`src/rtl/sap_1_ring_counter_decoder.sv`:
```
// SAP-1 timing and decode front end.
// Produces the one-hot T-state ring (T1..T6) and the one-hot instruction
// decode (LDA/ADD/SUB/OUT) that feed the control matrix. It also detects HLT
// in T4 and then freezes the sequencer until CLR. The ring either runs freely
// or advances once per debounced press of the STEP button.
module sap_1_ring_counter_decoder #(
    parameter logic [3:0] LDA_OP = 4'h0,
    parameter logic [3:0] ADD_OP = 4'h1,
    parameter logic [3:0] SUB_OP = 4'h2,
    parameter logic [3:0] OUT_OP = 4'hE,
    parameter logic [3:0] HLT_OP = 4'hF
) (
    input  logic       CLK,
    input  logic       CLR,
    input  logic [3:0] IR_OPCODE,
    input  logic       STEP_MODE,
    input  logic       STEP,
    output logic [6:1] ring_counter,
    output logic       LDA,
    output logic       ADD,
    output logic       SUB,
    output logic       OUT,
    output logic       HALTED
);

    localparam logic [6:1] T1 = 6'b000001;
    localparam logic [6:1] T4 = 6'b001000;

    // STEP synchronizer stages and the edge-detect delay stage
    logic       r_s1;
    logic       r_s2;
    logic       r_sd;

    // Sequencer state
    logic [6:1] r_ring;
    logic       r_halted;

    // Combinational helpers
    logic       w_step_pulse;
    logic       w_adv;
    logic       w_ring_legal;
    logic       w_hlt_hit;
    logic [6:1] w_ring_next;

    // Bring the asynchronous STEP level into CLK with two flops, then delay it one more
    // flop so that a rising edge can be turned into a single-cycle pulse.
    // NOTE: non-blocking assignments make each stage sample the previous stage's pre-edge
    // value, which is what gives a real shift chain instead of a single flop.
    always_ff @(posedge CLK) begin
        if (CLR) begin
            r_s1 <= 1'b0;
            r_s2 <= 1'b0;
            r_sd <= 1'b0;
        end else begin
            r_s1 <= STEP;
            r_s2 <= r_s1;
            r_sd <= r_s2;
        end
    end

    // One advance per press: high only in the cycle after the synchronized level rises.
    // Holding the button down therefore gives exactly one step.
    assign w_step_pulse = r_s2 & ~r_sd;

    // In free run the ring advances every cycle. In step mode it advances only on the pulse.
    assign w_adv = ~STEP_MODE | w_step_pulse;

    // The ring is only rotated when it is legal. A corrupted multi-hot or all-zero value
    // restarts at T1 so that it never propagates.
    assign w_ring_legal = $onehot(r_ring);

    // HLT is only recognised in T4, where the control matrix would otherwise begin execution.
    assign w_hlt_hit = (r_ring == T4) && (IR_OPCODE == HLT_OP);

    // Next ring value on an advancing edge: rotate left with T6 wrapping to T1,
    // or recover to T1 when the current value is illegal.
    always_comb begin
        // NOTE: the default assignment comes first so that every path drives w_ring_next
        // and no latch can be inferred.
        w_ring_next = T1;
        if (w_ring_legal) begin
            w_ring_next = {r_ring[5:1], r_ring[6]};
        end
    end

    // Sequencer: CLR wins over everything. Once halted, the ring is frozen.
    // Otherwise, on an advance, either latch HLT (keeping T4) or move the ring.
    always_ff @(posedge CLK) begin
        if (CLR) begin
            r_ring   <= T1;
            r_halted <= 1'b0;
        end else if (!r_halted && w_adv) begin
            if (w_hlt_hit) begin
                r_halted <= 1'b1;
            end else begin
                r_ring <= w_ring_next;
            end
        end
    end

    assign ring_counter = r_ring;
    assign HALTED       = r_halted;

    // Instruction decode is purely combinational. Unlisted opcodes, HLT included, leave
    // all four lines low, so T4..T6 behave as a NOP.
    assign LDA = (IR_OPCODE == LDA_OP);
    assign ADD = (IR_OPCODE == ADD_OP);
    assign SUB = (IR_OPCODE == SUB_OP);
    assign OUT = (IR_OPCODE == OUT_OP);

endmodule

```
`config.mk`:
```
export PLATFORM = sky130hd
export DESIGN_NAME = sap_1_ring_counter_decoder
export DESIGN_NICKNAME = d
export VERILOG_FILES = /design/src/rtl/sap_1_ring_counter_decoder.sv
export SDC_FILE = /design/constraint.sdc
export NUM_CORES = 1
export LEC_CHECK = 0
export CAP_MARGIN = 20
export CORE_MARGIN = 8
export CORE_UTILIZATION = 38
export CTS_CLUSTER_SIZE = 40
export DETAILED_ROUTE_END_ITERATION = 10
export GPL_TIMING_DRIVEN = 1
export PLACE_DENSITY = 0.72
export SYNTH_ARGS = -nofsm -noshare
export SYNTH_HDL_FRONTEND = slang
export SYNTH_SLANG_ARGS = --single-unit
```
`constraint.sdc`:
```
create_clock -name CLK -period 2.8 [get_ports CLK]
set_input_delay 0.7 -clock CLK [delete_from_list [all_inputs] [get_ports CLK]]
set_output_delay 0.7 -clock CLK [all_outputs]
set_load 0.01 [all_outputs]
```
==> results.toml, run 1 <==
[status]
status = "completed"

[synthesis]
avgSynthCellArea_um2 = 9.03
yosysUniqueCellTypes = 24
synthArstFlopShare_pct = 0
netlist_area_um2 = 551
synthCells = 61
synth_top_family_by_area = "simple AND/OR/NAND/NOR gates"
yosysWarningCount = 0
synth_compound_area_share_pct = 9.55
synth_xor_xnor_area_share_pct = 0
synth_seq_cells = 10
ys.flop_type = "dfxtp_1"
seq_area_frac_synth_pct = 36.4
synth_fa_ha_area_share_pct = 15.5
synthesis.nets = 74
synth_edf_count = 0
synth-simple-area-share_pct = 28.9
synth.area.mux_share_pct = 3.64

[floorplanning]
die-area_um2 = 2920
start_util_pct = 41.3
coreArea_um2 = 1330
die_h_um = 54.1
ios = 19
num_rows = 13
die_w_um = 54.1

[global_route]
grt_pass1_wl_um = 2040
grt_pass1_vias = 462
grt_overflow_total = 0
gr-usage-all-layers_pct = 9.35
antenna_found_initial = 0
grt_max_degree = 13

[sta]
tightest_slew_ps = 501
grt_setup_unrepaired = "yes"
fin_crit_sh_pct = 98.9
worst_slack_ps = 30.3
setup_viol = 0
max_freq_ghz = 0.361
period_needed_ps = 2770
holdWs_ps = 446
relSlewSlack_pct = 66.6
drv_slew = 0
skew_ps = 3.54
report.final.hold_viol_count = 0

[routing]
wl_per_cell_um = 13.1
drt_iter0_markers = 6
viasPerCell = 5.07
drtAntennaViolNets = 0
drc_errors = 0
dr.pass1.iters = 2
wl_um = 1300
via_count = 502

[worst_hold_path]
hold_path.class = "register to register"

[setup_path]
crit_top_cell = "clkdlybuf4s50_1"
critPathSlowestCell = "clkdlybuf4s50_1"
cp-start-kind = "primary input"
worstPathArrival_ps = 2070
crit_required_ps = 2100
cp_max_fo = 4
crit_path_cell_trace = "clkdlybuf4s50_1 -> nor4b_1 -> clkdlybuf4s50_1"
crit_type = "primary input to primary output"
rrSetupSlack_ps = 100
worstSetupEndpointType = "primary output"
slowest_delay_ps = 590

[power_and_ir_drop]
p_sw_share_pct = 35.9
p_per_area_nw_per_um2 = 711
p_sw_uw = 205
p_seq_share_pct = 30.3
intPower_uw = 365
clock_power_share_pct = 22.6
power_frac_comb_pct = 47.2
ir_drop_v = 0.000390
leakagePower_uw = 0.000323

[finish]
fill_cells = 120
diodes = 0
final_cell_area_um2 = 802
final_cells = 99
nNetsFinal = 98
drive_above_1_share_pct = 11.9
syn_to_final_growth_pct = 45.7
final_util_pct = 60.1

[clock_network]
clk_pin_slew_ps = 60
cts.sinks = 10
clk_path_buf_depth = 2
cts_tree = "yes"
cts_root_buffer = "clkbuf_4"
post_cts_buffers = 0
cts_buffers = 3
clk-insertion-delay-late_ps = 260
htreeDepth = 1

[placement]
routabilityCongestion = 0.769
dpl_cell_area_um2 = 761
dp_slack_ps = 27.2
io_buffers = 18
place_hpwl_um = 1010
dp_cells = 95

[run]
maxCapViolations = 0
==> cells in the mapped netlist (3+ instances only) <==
cell type  number  area share [%]
fa_1            3              11
nor2b_1         3             3.4
nor2_1          6             4.1
dfxtp_1        10              36
a21oi_1         3             2.7
inv_1           8             5.5
nand2b_1        4             4.5
==> placed cells by master, fill, tap and decap left out <==
master            n
nor4_1            2
o31ai_1           1
clkdlybuf4s50_1  18
clkbuf_4          3
nor3_2            1
nor4b_1           1
nor2b_1           3
or4b_4            1
nor2_1            6
nor3_1            1
nand2b_1          4
ha_1              2
buf_4             2
o21ai_0           2
mux2i_1           2
a21oi_1           3
nand3_1           1
o21ba_1           1
clkbuf_8          1
nand4_1           2
nand4b_1          1
dfxtp_1          10
fa_1              3
nand2_2           1
a32o_1            1
nand2_1           2
and2_2            1
inv_1             8
==> through the flow <==
step	power, uW	setup TNS, ps
detailed placement	434	0
global route	617	-134
CTS	568	0
floorplan	326	0
global placement	426	0
finish	570	0
==> final timing paths <==
path / depth (start not counted) / start / endpoint
min: 1 / r_s1 / r_s2
max: 3 / IR_OPCODE[1] / ADD
max reg2reg: 9 / ring_counter[4] / ring_counter[5]
min reg2reg: 1 / r_s1 / r_s2
==> power groups by stage <==
stage,registers (uW),clock network (uW),logic (uW)
after global routing,175,145,297
after CTS,173,134,261
final,173,129,269
after detailed placement,176,0,258
after floorplan,188,0,138
after global placement,176,0,250
==> kinds of logic after synthesis <==
logic type / count (synthesis)
simple gates: 27
mux: 2
fa+ha+maj: 5
flops: 10
buf+inv: 9
compound gates: 8
==> layout make-up <==
type                       count  area, um^2  area share [%]
clock buffer                   4        36.3            4.52
inverter                       8        30.0            3.74
multi-input combinational     42         322            40.1
sequential                    10         200            25.0
tap                           15        18.8            2.34
timing repair buffer          20         195            24.3
==> routing by layer <==
metal / share of wire, % / GRT usage [%] / vias to the layer above
li1: - / - / 252
met1: 45 / 10.8 / 227
met2: 42 / 14.1 / 19
met3: 11 / 5.23 / 4
met4: 1.4 / 3.69 / 0
met5: 0 / 0 / -
==> state kept, by name (all words and copies together) (netlist names) <==
name,flops
r_s2,1
HALTED,1
r_s1,1
ring_counter,6
r_sd,1
==> timing repair <==
item	CTS	global route
resized for setup	0	1
setup endpoints to repair	0	5
hold buffers	0	0
hold endpoints to repair	0	0
==> critical path, delay by kind of cell <==
family,cells,cell delay [ps]
AND/OR/NAND/NOR,1,320
buffers and inverters,2,1050
No activity file was read; power rests on OpenSTA's default activity.
==> inputs of run 2 (changes only) <==
REMOVE_ABC_BUFFERS = 1   (was unset)
==> run 2 against run 1 <==
Flip-flop and latch count unchanged. Clock power about the same. First-iteration DRC count grew 83%. Critical path depth did not move. Via count is 4.0% higher. Global-route usage rose by 0.87 points. Sequential share of layout area shrank 0.86 points. Final area is 4.2% higher. Critical endpoint is now LDA. Largest power group unchanged.
==> results.toml, run 2 (synthesis results as in run 1) <==
[routing]
wl_per_cell_um = 14.5
viasPerCell = 5.22
wl_um = 1450
drt_iter0_markers = 11
drtAntennaViolNets = 0
drc_errors = 0
dr.pass1.iters = 2
via_count = 522

[sta]
holdWs_ps = 460
relSlewSlack_pct = 64.4
tightest_slew_ps = 534
setup_viol = 0
fin_crit_sh_pct = 99.7
period_needed_ps = 2790
report.final.hold_viol_count = 0
max_freq_ghz = 0.358
worst_slack_ps = 8.26
skew_ps = 2.99
drv_slew = 0

[floorplanning]
num_rows = 13
die_h_um = 54.1
die-area_um2 = 2920
start_util_pct = 41.3
coreArea_um2 = 1330
die_w_um = 54.1
ios = 19

[clock_network]
cts_buffers = 3
cts.sinks = 10
postCtsHoldBufs = 0
post_cts_buffers = 0
htreeDepth = 1
cts_root_buffer = "clkbuf_4"
clk-insertion-delay-late_ps = 270
clk_path_buf_depth = 2
clk_pin_slew_ps = 70
cts_tree = "yes"

[placement]
dp_slack_ps = 5.99
place_hpwl_um = 1040
dp_cells = 96
dpl_cell_area_um2 = 768
routabilityCongestion = 0.792
io_buffers = 18

[finish]
drive_above_1_share_pct = 16.5
diodes = 0
largest_reg_flops = 6
nNetsFinal = 99
final_cell_area_um2 = 836
final_cells = 100
syn_to_final_growth_pct = 51.8
final_cell_mix = "clkdlybuf4s50_1, dfxtp_1, inv_1"
final_common_cell = "clkdlybuf4s50_1"
final_util_pct = 62.7

[global_route]
grt_pass1_wl_um = 2210
gr-usage-all-layers_pct = 10.2
grt_overflow_total = 0
antenna_found_initial = 0
grt_pass1_vias = 571
grt_max_degree = 13

[setup_path]
cp_max_fo = 4
worstSetupEndpointType = "primary output"
reg2regPathDepth = 9
crit_required_ps = 2100
worstPathArrival_ps = 2090
cp-start-kind = "primary input"
crit_type = "primary input to primary output"

[status]
status = "completed"

[worst_hold_path]
hold_path.class = "register to register"
min_path_cells = 1

[power_and_ir_drop]
ir_drop_v = 0.000439
leakagePower_uw = 0.000367
p_per_area_nw_per_um2 = 744

[run]
maxCapViolations = 0
run 2: through the flow:
step | TNS (ps) | power [uW]
after floorplan | 0 | 325
after global placement | 0 | 428
after detailed placement | 0 | 434
after CTS | 0 | 577
after global routing | -86.4 | 677
final | 0 | 622
run 2: worst paths after layout:
| path | slack (ps) | start | to |
|---|---|---|---|
| worst max-delay path | 8 | IR_OPCODE[0] | LDA |
| worst min-delay path | 460 | r_s1 | r_s2 |
| worst max register to register | 110 | ring_counter[1] | ring_counter[3] |
| worst min register to register | 460 | r_s1 | r_s2 |
run 2: repair_timing:
item	CTS	global route
endpoints found under the setup margin	1	5
pin swaps	0	1
gates resized for setup	1	6
run 2: layout make-up:
class | instances | area (um^2)
Sequential cell | 10 | 201
Timing Repair Buffer | 21 | 208
Inverter | 8 | 30.0
Clock buffer | 4 | 36.3
Tap cell | 15 | 18.8
Multi-Input combinational cell | 42 | 342
Fill cell | 121 | 498
run 2: layer usage:
metal	vias up	GRT usage [%]	wire length, um
li1	257	-	-
met1	245	10.5	587
met4	0	6.56	17
met5	-	0	0
met2	18	17.8	725
met3	2	3.03	122
run 2: where the power goes:
part | internal (uW) | switching [uW] | leakage, uW
combinational | 148 | 166 | 0.000264
sequential | 163 | 12.8 | 0.0000813
clock | 79.0 | 52.9 | 0.0000210
run 2: critical path, cell delays in order:
cell	delay (ps)
clkdlybuf4s50_1	480
nor4_2	330
clkdlybuf4s50_1	590
